==> config.mk <==
export PLATFORM = sky130hd
export DESIGN_NAME = alu_exec_stage
export DESIGN_NICKNAME = d
export VERILOG_FILES = /design/src/rtl/alu_exec_stage_pkg.sv /design/src/rtl/ALU_16.sv /design/src/rtl/alu_skid_buf.sv /design/src/rtl/alu_exec_stage.sv
export SDC_FILE = /design/constraint.sdc
export NUM_CORES = 1
export LEC_CHECK = 0
export BUFFER_PORTS_ARGS = -buffer_cell sky130_fd_sc_hd__buf_2
export CAP_MARGIN = 20
export CORE_UTILIZATION = 54
export DETAILED_ROUTE_END_ITERATION = 12
export PLACE_DENSITY = 0.87
export REMOVE_ABC_BUFFERS = 1
export SYNTH_ARGS = -nofsm -noshare
export SYNTH_HDL_FRONTEND = slang
export SYNTH_SLANG_ARGS = --single-unit
==> constraint.sdc <==
create_clock -name clk -period 1.75 [get_ports clk]
set_input_delay 0.175 -clock clk [delete_from_list [all_inputs] [get_ports clk]]
set_output_delay 0.175 -clock clk [all_outputs]
set_load 0.005 [all_outputs]
==> src/rtl/alu_exec_stage_pkg.sv <==
// Shared encodings for the execute stage: ALU opcodes,
// branch condition codes and result-entry field widths.
package alu_exec_stage_pkg;

  localparam logic [2:0] ALU_ADD = 3'd0;
  localparam logic [2:0] ALU_SUB = 3'd1;
  localparam logic [2:0] ALU_AND = 3'd2;
  localparam logic [2:0] ALU_OR  = 3'd3;
  localparam logic [2:0] ALU_XOR = 3'd4;
  localparam logic [2:0] ALU_NOT = 3'd5;
  localparam logic [2:0] ALU_SHL = 3'd6;
  localparam logic [2:0] ALU_SHR = 3'd7;

  localparam logic [2:0] COND_AL = 3'd0;
  localparam logic [2:0] COND_EQ = 3'd1;
  localparam logic [2:0] COND_NE = 3'd2;
  localparam logic [2:0] COND_LT = 3'd3;
  localparam logic [2:0] COND_GE = 3'd4;
  localparam logic [2:0] COND_VS = 3'd5;
  localparam logic [2:0] COND_VC = 3'd6;
  localparam logic [2:0] COND_NV = 3'd7;

  localparam int ALU_W = 16;
  localparam int RD_W  = 3;
  localparam int ENT_W = ALU_W + RD_W + 2;

endpackage

==> src/rtl/ALU_16.sv <==
// 16-bit combinational ALU with zero/overflow/negative flags.
// Only ADD and SUB report v and n; other ops clear them.
module ALU_16
  import alu_exec_stage_pkg::*;
(
  input  logic [15:0] a,
  input  logic [15:0] b,
  input  logic [2:0]  op,
  output logic [15:0] result,
  output logic        z,
  output logic        v,
  output logic        n
);

  logic [15:0] sum;
  logic [15:0] dif;

  assign sum = a + b;
  assign dif = a - b;

  always_comb begin
    result = '0;
    v      = 1'b0;
    n      = 1'b0;
    unique case (op)
      ALU_ADD: begin
        result = sum;
        v = (a[15] == b[15]) && (sum[15] != a[15]);
        n = sum[15];
      end
      ALU_SUB: begin
        result = dif;
        v = (a[15] != b[15]) && (dif[15] != a[15]);
        n = dif[15];
      end
      ALU_AND: result = a & b;
      ALU_OR:  result = a | b;
      ALU_XOR: result = a ^ b;
      ALU_NOT: result = ~a;
      ALU_SHL: result = {a[14:0], 1'b0};
      ALU_SHR: result = {1'b0, a[15:1]};
    endcase
  end

  assign z = (result == 16'h0000);

endmodule

==> src/rtl/alu_skid_buf.sv <==
// Generic 2-entry valid/ready skid buffer: main drives the
// output, skid absorbs one op while main is back-pressured.
module alu_skid_buf #(
  parameter int DW = 8
) (
  input  logic          clk,
  input  logic          rst,
  input  logic          flush,
  input  logic          in_valid,
  output logic          in_ready,
  input  logic [DW-1:0] in_data,
  output logic          out_valid,
  input  logic          out_ready,
  output logic [DW-1:0] out_data
);

  logic          main_v;
  logic          skid_v;
  logic [DW-1:0] main_d;
  logic [DW-1:0] skid_d;
  logic          acc;
  logic          drain;

  assign in_ready  = !skid_v;
  assign acc       = in_valid && in_ready;
  assign drain     = main_v && out_ready;
  assign out_valid = main_v;
  assign out_data  = main_d;

  always_ff @(posedge clk or posedge rst) begin
    if (rst) begin
      main_v <= 1'b0;
      skid_v <= 1'b0;
      main_d <= '0;
      skid_d <= '0;
    end else if (flush) begin
      main_v <= 1'b0;
      skid_v <= 1'b0;
    end else if (skid_v) begin
      if (drain) begin
        main_d <= skid_d;
        skid_v <= 1'b0;
      end
    end else if (acc) begin
      if (!main_v || drain) begin
        main_d <= in_data;
        main_v <= 1'b1;
      end else begin
        skid_d <= in_data;
        skid_v <= 1'b1;
      end
    end else if (drain) begin
      main_v <= 1'b0;
    end
  end

endmodule

==> src/rtl/alu_exec_stage.sv <==
// Registered execute stage: ALU_16, condition-code register,
// branch resolution and a 2-entry skid buffer to writeback.
module alu_exec_stage
  import alu_exec_stage_pkg::*;
#(
  parameter int W  = ALU_W,
  parameter int RW = RD_W
) (
  input  logic          clk,
  input  logic          rst,
  input  logic          flush,
  input  logic          in_valid,
  output logic          in_ready,
  input  logic [2:0]    in_op,
  input  logic [W-1:0]  in_a,
  input  logic [W-1:0]  in_b,
  input  logic [RW-1:0] in_rd,
  input  logic          in_we,
  input  logic          in_setf,
  input  logic          in_br,
  input  logic [2:0]    in_cond,
  output logic          out_valid,
  input  logic          out_ready,
  output logic [W-1:0]  out_result,
  output logic [RW-1:0] out_rd,
  output logic          out_we,
  output logic          out_taken,
  output logic          ccr_z,
  output logic          ccr_v,
  output logic          ccr_n
);

  localparam int PW = W + RW + 2;

  logic [W-1:0]  alu_res;
  logic          alu_z;
  logic          alu_v;
  logic          alu_n;
  logic          cond_ok;
  logic          acc;
  logic          taken;
  logic          we;
  logic [PW-1:0] pay_in;
  logic [PW-1:0] pay_out;

  ALU_16 u_alu (
    .a      (in_a),
    .b      (in_b),
    .op     (in_op),
    .result (alu_res),
    .z      (alu_z),
    .v      (alu_v),
    .n      (alu_n)
  );

  // Branches see the CCR as left by every earlier accepted op.
  always_comb begin
    cond_ok = 1'b0;
    unique case (in_cond)
      COND_AL: cond_ok = 1'b1;
      COND_EQ: cond_ok = ccr_z;
      COND_NE: cond_ok = !ccr_z;
      COND_LT: cond_ok = ccr_n ^ ccr_v;
      COND_GE: cond_ok = !(ccr_n ^ ccr_v);
      COND_VS: cond_ok = ccr_v;
      COND_VC: cond_ok = !ccr_v;
      COND_NV: cond_ok = 1'b0;
    endcase
  end

  assign acc    = in_valid && in_ready && !flush;
  assign taken  = in_br && cond_ok;
  assign we     = in_we && !in_br;
  assign pay_in = {alu_res, in_rd, we, taken};

  always_ff @(posedge clk or posedge rst) begin
    if (rst) begin
      ccr_z <= 1'b0;
      ccr_v <= 1'b0;
      ccr_n <= 1'b0;
    end else if (acc && in_setf && !in_br) begin
      ccr_z <= alu_z;
      ccr_v <= alu_v;
      ccr_n <= alu_n;
    end
  end

  alu_skid_buf #(
    .DW (PW)
  ) u_skid (
    .clk       (clk),
    .rst       (rst),
    .flush     (flush),
    .in_valid  (in_valid),
    .in_ready  (in_ready),
    .in_data   (pay_in),
    .out_valid (out_valid),
    .out_ready (out_ready),
    .out_data  (pay_out)
  );

  assign {out_result, out_rd, out_we, out_taken} = pay_out;

endmodule
==> results of run 1 <==
==> stage by stage <==
step	setup slack [ps]	TNS, ps	area (sq um)	cells	hold slack (ps)
3_5_place_dp	-1160	-25010	7090	1028	346
4_1_cts	-529	-7080	7860	1051	9.12
2_1_floorplan	-787	-18570	5050	625	238
3_3_place_gp	-937	-21390	7090	1028	331
==> cells by family after synthesis <==
family | synth area share (%)
flops | 22.5
buf+inv | 7.36
mux | 6.35
compound gates | 31.4
simple gates | 19.9
fa+ha+maj | 12.0
xor+xnor | 0.336
==> timing repair <==
item,in CTS
setup buffers,16
resized for setup,136
setup endpoints to repair,31
endpoints found under the hold margin,0
pin swaps,56
==> per-layer routing <==
layer / GRT usage (%) / overflow
met5: 5.13 / 0
met4: 76.4 / 15
met3: 49.9 / 2
met2: 93.3 / 26
met1: 75.1 / 0
==> metrics.cfg, run 1 <==
[outcome]
stop_error=[ERROR GRT-0232] Routing congestion too high. Check the congestion heatmap in the GUI.
stop_stage=5_1_grt
status=aborted with a tool error

[die]
rows=35
die_w_um=100
initial_core_util_pct=56.2
die_h_um=100
pin_count=75

[yosys]
ys_seq_area_share_pct=22.5
netlist_area_sq_um=5220
synth.most_common_cell=nand2_1
synth.avg_cell_area_sq_um=7.86
synth_area_leader_cell=dfrtp_1
synth-edff-count=0
netlist_top_cells_count=72 x nand2_1, 60 x o21ai_0, 55 x inv_1
ys_types=79
ys_top_cells_by_area=dfrtp_1 23%, ha_1 11%, o21ai_0 5.8%
async_reset_ff_share_pct=100
yosys_warnings=0
synth_top_area_share_pct=22.5
synth-seq-cells=47
synthFlopType=dfrtp_1
syn_inst=664

[sta]
endpoint_type=register data pin
grt_repair_worst_endpoint=ccr_z$_DFFE_PP0P_/D

[clock_tree]
htree_levels=2
cts_hold_buf=0
root_buffer=clkbuf_8
cts_buffers=5
cts.path.max_buffers=2
cts.sinks=47

[global_route]
grt_max_degree=48
grt-ovfl-total=43
grt_usage_pct=73.0

[place]
gp_congestion=1.13
numPortBuffers=74
dpl.hpwl_mm=14.5

==> inputs of run 2 (changes only) <==
Settings changed: CORE_UTILIZATION 54 to 40, PLACE_DENSITY 0.87 to default, PLACE_DENSITY_LB_ADDON from default to 0.15.
Clock period 1.75 ns to 2.3 ns, I/O delays scaled along.
==> run 2 against run 1 <==
The flow now finishes, with violations (setup timing). Synthesized area unchanged. Synthesized cell count unchanged.
==> metrics.cfg, run 2 <==
[clock_tree]
cts.path.max_buffers=2  ; unchanged
root_buffer=clkbuf_16
htree_levels=2  ; unchanged
tritoncts=built
clkLatencyLatePin_ps=290
cts_buffers=5  ; unchanged
cts.sinks=47  ; unchanged
cts.clk_slew.worst_paths_ps=60

[hold_path]
min_from=out_ready
hold_path_end=u_skid.skid_v
min_path_cells=2
min_path_type=input port to flip-flop

[sta]
rsz0062_at_grt=true
slew_violations=0
finalHoldViolCount=0
tightest_slew_ps=590
slew-limit-headroom_pct=60.3
finalSetupTns_ps=-177
fin_crit_sh_pct=104
finalSetupViolCount=5
min_period_ps=2380
fin_skew_ps=5.25
finalWorstSetupSlack_ps=-81.6
max_freq_mhz=420

[place]
dpl.hpwl_mm=14.5  ; +0.47%
placed_cell_area_sq_um=7070  ; -0.34%
gp_congestion=0.956  ; -16%
numPortBuffers=74  ; unchanged
pre_cts_ws_ps=-698  ; +466 ps

[setup_path]
required_ps=2500
end_kind=flip-flop
reg2reg_from=u_skid.skid_v
regToRegSetupSlack_ps=170
ff2ff_path_depth=8
arrival_ps=2580
startpoint_type=input port
critPathMaxFanout=3
worstReg2RegEnd=ccr_z
path_class=input port to flip-flop

[layout]
final_area_sq_um=7950
final_common_cell=buf_4
final_cell_mix=196 x buf_4, 72 x nand2_1, 68 x buf_2, 53 x o21ai_0, 47 x dfrtp_1
multi_input_comb_area_sq_um=4180
nNetsFinal=1005
seq_area_sq_um=1180
fillers=1116
drive_above_1_share_pct=42.8
diodes=0
synthToLayoutAreaGrowth_pct=52.4

[yosys]
netlist_area_sq_um=5220  ; unchanged
synth.most_common_cell=nand2_1
syn_inst=664  ; unchanged
synth_area_leader_cell=dfrtp_1
synth-seq-cells=47  ; unchanged
async_reset_ff_share_pct=100  ; unchanged
synthFlopType=dfrtp_1
ys_types=79  ; unchanged
synth-edff-count=0  ; unchanged
yosys_warnings=0  ; unchanged
netlist_top_cells_count=72 x nand2_1, 60 x o21ai_0, 55 x inv_1
synth_top_area_share_pct=22.5  ; unchanged
synth.avg_cell_area_sq_um=7.86  ; unchanged
ys_seq_area_share_pct=22.5  ; unchanged
ys_top_cells_by_area=dfrtp_1 23%, ha_1 11%, o21ai_0 5.8%

[drt]
highest_layer=met4
via_per_inst=5.48
drc=0
antenna_left=0
wl_met3_um=644
drt_pass1_iterations=5
routedWlPerCell_um=16.8
vias=5918
drt-initial-drc-count=406
dr_wl_met2_mm=8.45
routedLengthMet1_mm=8.55
wirelength_mm=18.2

[die]
pin_count=75  ; unchanged
core_area_sq_um=12700
die_h_um=116  ; +16%
die_w_um=116  ; +16%
rows=41  ; +17%
initial_core_util_pct=41.2  ; -15 points
die_area_sq_um=13500

[power]
power_uw=3900
p_int_uw=2570
power_frac_seq_pct=29.5
p_clk_share_pct=23.6
p_sw_share_pct=34.2
ir_drop_mv=0.353
p_comb_share_pct=46.9
p_leak_uw=0.00371
power_density_nw_per_um2=491
p_sw_uw=1330

[global_route]
grt_pass1_vias=5607
grt_usage_pct=27.0
grt_pass1_wl_mm=28.4
antenna_found_initial=0
grt_max_degree=38
grt-ovfl-total=0

[outcome]
violations=setup timing
status=complete, but fails checks

[job]
cap_violations=0

run 2: routing by layer:
| metal | GRT usage, % | up-vias |
|---|---|---|
| li1 | - | 2907 |
| met1 | 36.4 | 2814 |
| met2 | 44.4 | 167 |
| met3 | 2.59 | 30 |
| met4 | 10.6 | 0 |
| met5 | 0 | - |
run 2: worst max-delay path by stage:
stage	start	to	slack, ps	cells past startpoint
6_report	in_a[0]	ccr_z	-80	13
5_1_grt	in_a[0]	ccr_z	-140	13
4_1_cts	in_a[0]	ccr_z	-120	13
3_5_place_dp	in_a[4]	u_skid.skid_d[20]	-700	10
3_3_place_gp	in_a[0]	ccr_z	-680	12
2_1_floorplan	in_a[4]	u_skid.out_data[18]	-290	10
run 2: what timing repair did:
item	4_1_cts	5_1_grt
hold endpoints to repair	16	0
gates resized for setup	53	80
setup buffers	4	8
pin swaps	16	43
endpoints found under the setup margin	21	16
hold buffers	1	0
run 2: layout make-up:
class	count	share of cell area (%)
clock buffers	6	1.62
clock inverters	2	0.756
inverters	57	2.91
multi-input cells	521	52.6
flip-flops and latches	47	14.8
well taps	172	2.71
repair buffers	275	24.6
run 2: worst max-delay path: stages:
cell and delay [ps]:
buf_8 110, inv_4 50, ha_4 120, inv_2 40
fa_2 380, nor2b_4 160, o2111ai_2 200, o2111ai_2 210
nor4b_2 300, and4b_1 250, o2111a_1 180, nand4_1 120
o31ai_2 230
run 2: cells by family (layout without fill, tap and decap cells):
kind of cell	count (synthesis)	count (layout)	share of synthesized area, %
and+or+nand+nor	207	207	19.9
AOI/OAI and AO/OA	235	235	31.4
buffers and inverters	96	340	7.36
xor gates and xnor gates	2	2	0.336
DFF	47	47	22.5
adders and majority gates	49	49	12.0
muxes	28	28	6.35
run 2: per-stage QoR:
stage | utilization (%) | hold WS, ps | cells
finish | 62.7 | 157 | 1080
global route | 62.7 | 158 | 1080
CTS | 59.6 | 153 | 1072
detailed placement | 55.8 | 217 | 1059
global placement | 55.8 | 209 | 1059
floorplan | - | 293 | 625
run 2: power groups by stage:
stage	Combinational, uW	Clock (uW)	Sequential [uW]
final	1830	922	1150
after detailed placement	1590	0	1160
after floorplan	783	0	1160
after CTS	1680	946	1150
after global placement	1560	0	1150
after global routing	2010	980	1170
No activity file was read; power rests on OpenSTA's default activity.
==> inputs of run 3 (changes only) <==
Settings changed: REMOVE_ABC_BUFFERS 1 to default.
==> run 3 against run 2 <==
The run still ends with setup timing left. Combinational power decreased by 3%. Largest cell class unchanged. Fmax increased by 0.56%. Sequential share of layout area increased by 0.44 points. Flip-flop and latch count unchanged. Core utilization decreased by 1.8 points.
==> metrics.cfg, run 3 (synthesis gave the netlist of run 2 again) <==
[hold_path]
min_path_type=input port to flip-flop

[clock_tree]
tritoncts=built
cts.path.max_buffers=2  ; unchanged
root_buffer=clkbuf_16
clkLatencyLatePin_ps=290  ; about the same
cts.sinks=47  ; unchanged
htree_levels=2  ; unchanged
cts.clk_slew.worst_paths_ps=60  ; about the same
cts_buffers=5  ; unchanged

[outcome]
status=complete, but fails checks
violations=setup timing

[setup_path]
critPathSlowestCell=a2111oi_4
startpoint_type=input port
endpoint=u_skid.out_data[18]
arrival_ps=2540  ; -40 ps
crit_chain=buf_2 > ha_1 > a2111oi_4 > o21a_4 > nor3_4 > o31a_1 > a221o_1 > a21oi_2 > o21ai_1 > mux2_4
cp-startpoint=in_a[5]
cp_num_cells=10  ; -3
critPathMaxFanout=3  ; unchanged
ff2ff_path_depth=8  ; unchanged
worstReg2RegEnd=ccr_z
crit_buf_inv=1  ; -2
required_ps=2470  ; -30 ps
reg2reg_from=u_skid.skid_v
critPathTopFamily=compound AO/OA/AOI/OAI gates
worst_path_largest_cell_delay_ps=490  ; +110 ps
end_kind=flip-flop
regToRegSetupSlack_ps=310  ; +140 ps
path_class=input port to flip-flop

[layout]
multi_input_comb_area_sq_um=4060  ; -2.8%
drive_above_1_share_pct=40.7  ; -2.1 points
fillers=1190  ; +6.6%
seq_area_sq_um=1180  ; unchanged
fin_util_pct=60.9  ; -1.8 points
final_common_cell=buf_4
final_cell_mix=183 x buf_4, 72 x nand2_1, 67 x buf_2, 54 x o21ai_0, 47 x dfrtp_1
synthToLayoutAreaGrowth_pct=47.9
diodes=0  ; unchanged
nNetsFinal=991  ; -1.4%

[drt]
drt_pass1_iterations=6  ; +1
wirelength_mm=17.7  ; -2.9%
antenna_left=0  ; unchanged
drc=0  ; unchanged
via_per_inst=5.49  ; +0.25%
routedWlPerCell_um=16.6  ; -1.6%
vias=5856  ; -1.0%
drt-initial-drc-count=414  ; +2.0%

[power]
power_density_nw_per_um2=477  ; -2.8%
ir_drop_mv=0.286  ; -19%
p_leak_uw=0.00361  ; -2.5%

[yosys]
syn_nets=762

[sta]
finalSetupViolCount=5  ; unchanged
slew-limit-headroom_pct=65.0  ; +4.7 points
tightest_slew_ps=524  ; -66.7 ps
rsz0062_at_grt=true
slew_violations=0  ; unchanged
finalHoldViolCount=0  ; unchanged
finalWorstSetupSlack_ps=-68.3  ; +13.3 ps
fin_crit_sh_pct=103  ; -0.58 points
worst_hold_slack_ps=161  ; +3.62 ps
fin_skew_ps=3.89  ; -1.36 ps
min_period_ps=2370  ; -13.3 ps
max_freq_mhz=422  ; +0.56%

[place]
numPortBuffers=74  ; unchanged
dpl.hpwl_mm=14.3  ; -1.3%
gp_congestion=0.921  ; -3.7%

[die]
initial_core_util_pct=41.2  ; unchanged
rows=41  ; unchanged
die_area_sq_um=13500  ; unchanged
die_w_um=116  ; unchanged
pin_count=75  ; unchanged
core_area_sq_um=12700  ; unchanged
die_h_um=116  ; unchanged

[global_route]
grt-ovfl-total=0  ; unchanged
grt_pass1_wl_mm=28.0  ; -1.1%
grt_usage_pct=26.5  ; -0.53 points
antenna_found_initial=0  ; unchanged
grt_pass1_vias=5483  ; -2.2%
grt_max_degree=38  ; unchanged

[job]
cap_violations=0  ; unchanged

run 3: worst min path at each step:
stage	from	to	slack [ps]	depth (start not counted)
finish	out_ready	u_skid.skid_v	160	2
global route	out_ready	u_skid.skid_v	160	2
CTS	out_ready	u_skid.skid_v	160	2
detailed placement	rst	u_skid.skid_v	280	2
global placement	rst	u_skid.skid_v	280	2
floorplan	flush	u_skid.out_valid	290	1
run 3: report_power, final:
group | switching (uW) | internal [uW] | total [uW]
logic | 891 | 893 | 1780
registers | 119 | 1030 | 1150
clock network | 283 | 462 | 745
run 3: timing repair:
item / 4_1_cts / 5_1_grt
resized for setup: 27 / 52
hold endpoints to repair: 22 / 0
setup endpoints to repair: 11 / 21
setup buffers: 10 / 7
hold buffers: 1 / 0
pin swaps: 25 / 21
run 3: per-layer routing:
layer	global-route usage (%)	part of all wire, %	up-vias
met2	45.4	48	173
li1	-	-	2882
met4	6.75	1.9	0
met3	2.18	4.5	24
met5	0	0	-
met1	35.8	46	2777
run 3: worst register-to-register path, delay by kind of cell, from the launching register on:
| family | cells | cell delay (ps) |
|---|---|---|
| flip-flops | 1 | 370 |
| AND/OR/NAND/NOR | 6 | 1150 |
| AO/OA/AOI/OAI | 2 | 370 |
run 3: final cells by class:
class | count | share of cell area [%]
clock buffer | 8 | 2.03
inverter | 57 | 2.92
multi-input combinational | 521 | 52.6
sequential | 47 | 15.2
tap | 172 | 2.79
timing repair buffer | 261 | 24.4
run 3: through the flow:
step | instance area [sq um] | cells | worst slack, ps | TNS, ps | total power (uW)
floorplan | 5390 | 664 | -29.6 | -29.6 | 2030
global placement | 7100 | 1040 | -567 | -6560 | 2740
detailed placement | 7100 | 1040 | -642 | -7780 | 2790
CTS | 7460 | 1059 | -110 | -328 | 3600
global route | 7720 | 1066 | -177 | -1180 | 3930
finish | 7720 | 1066 | -68.3 | -215 | 3680
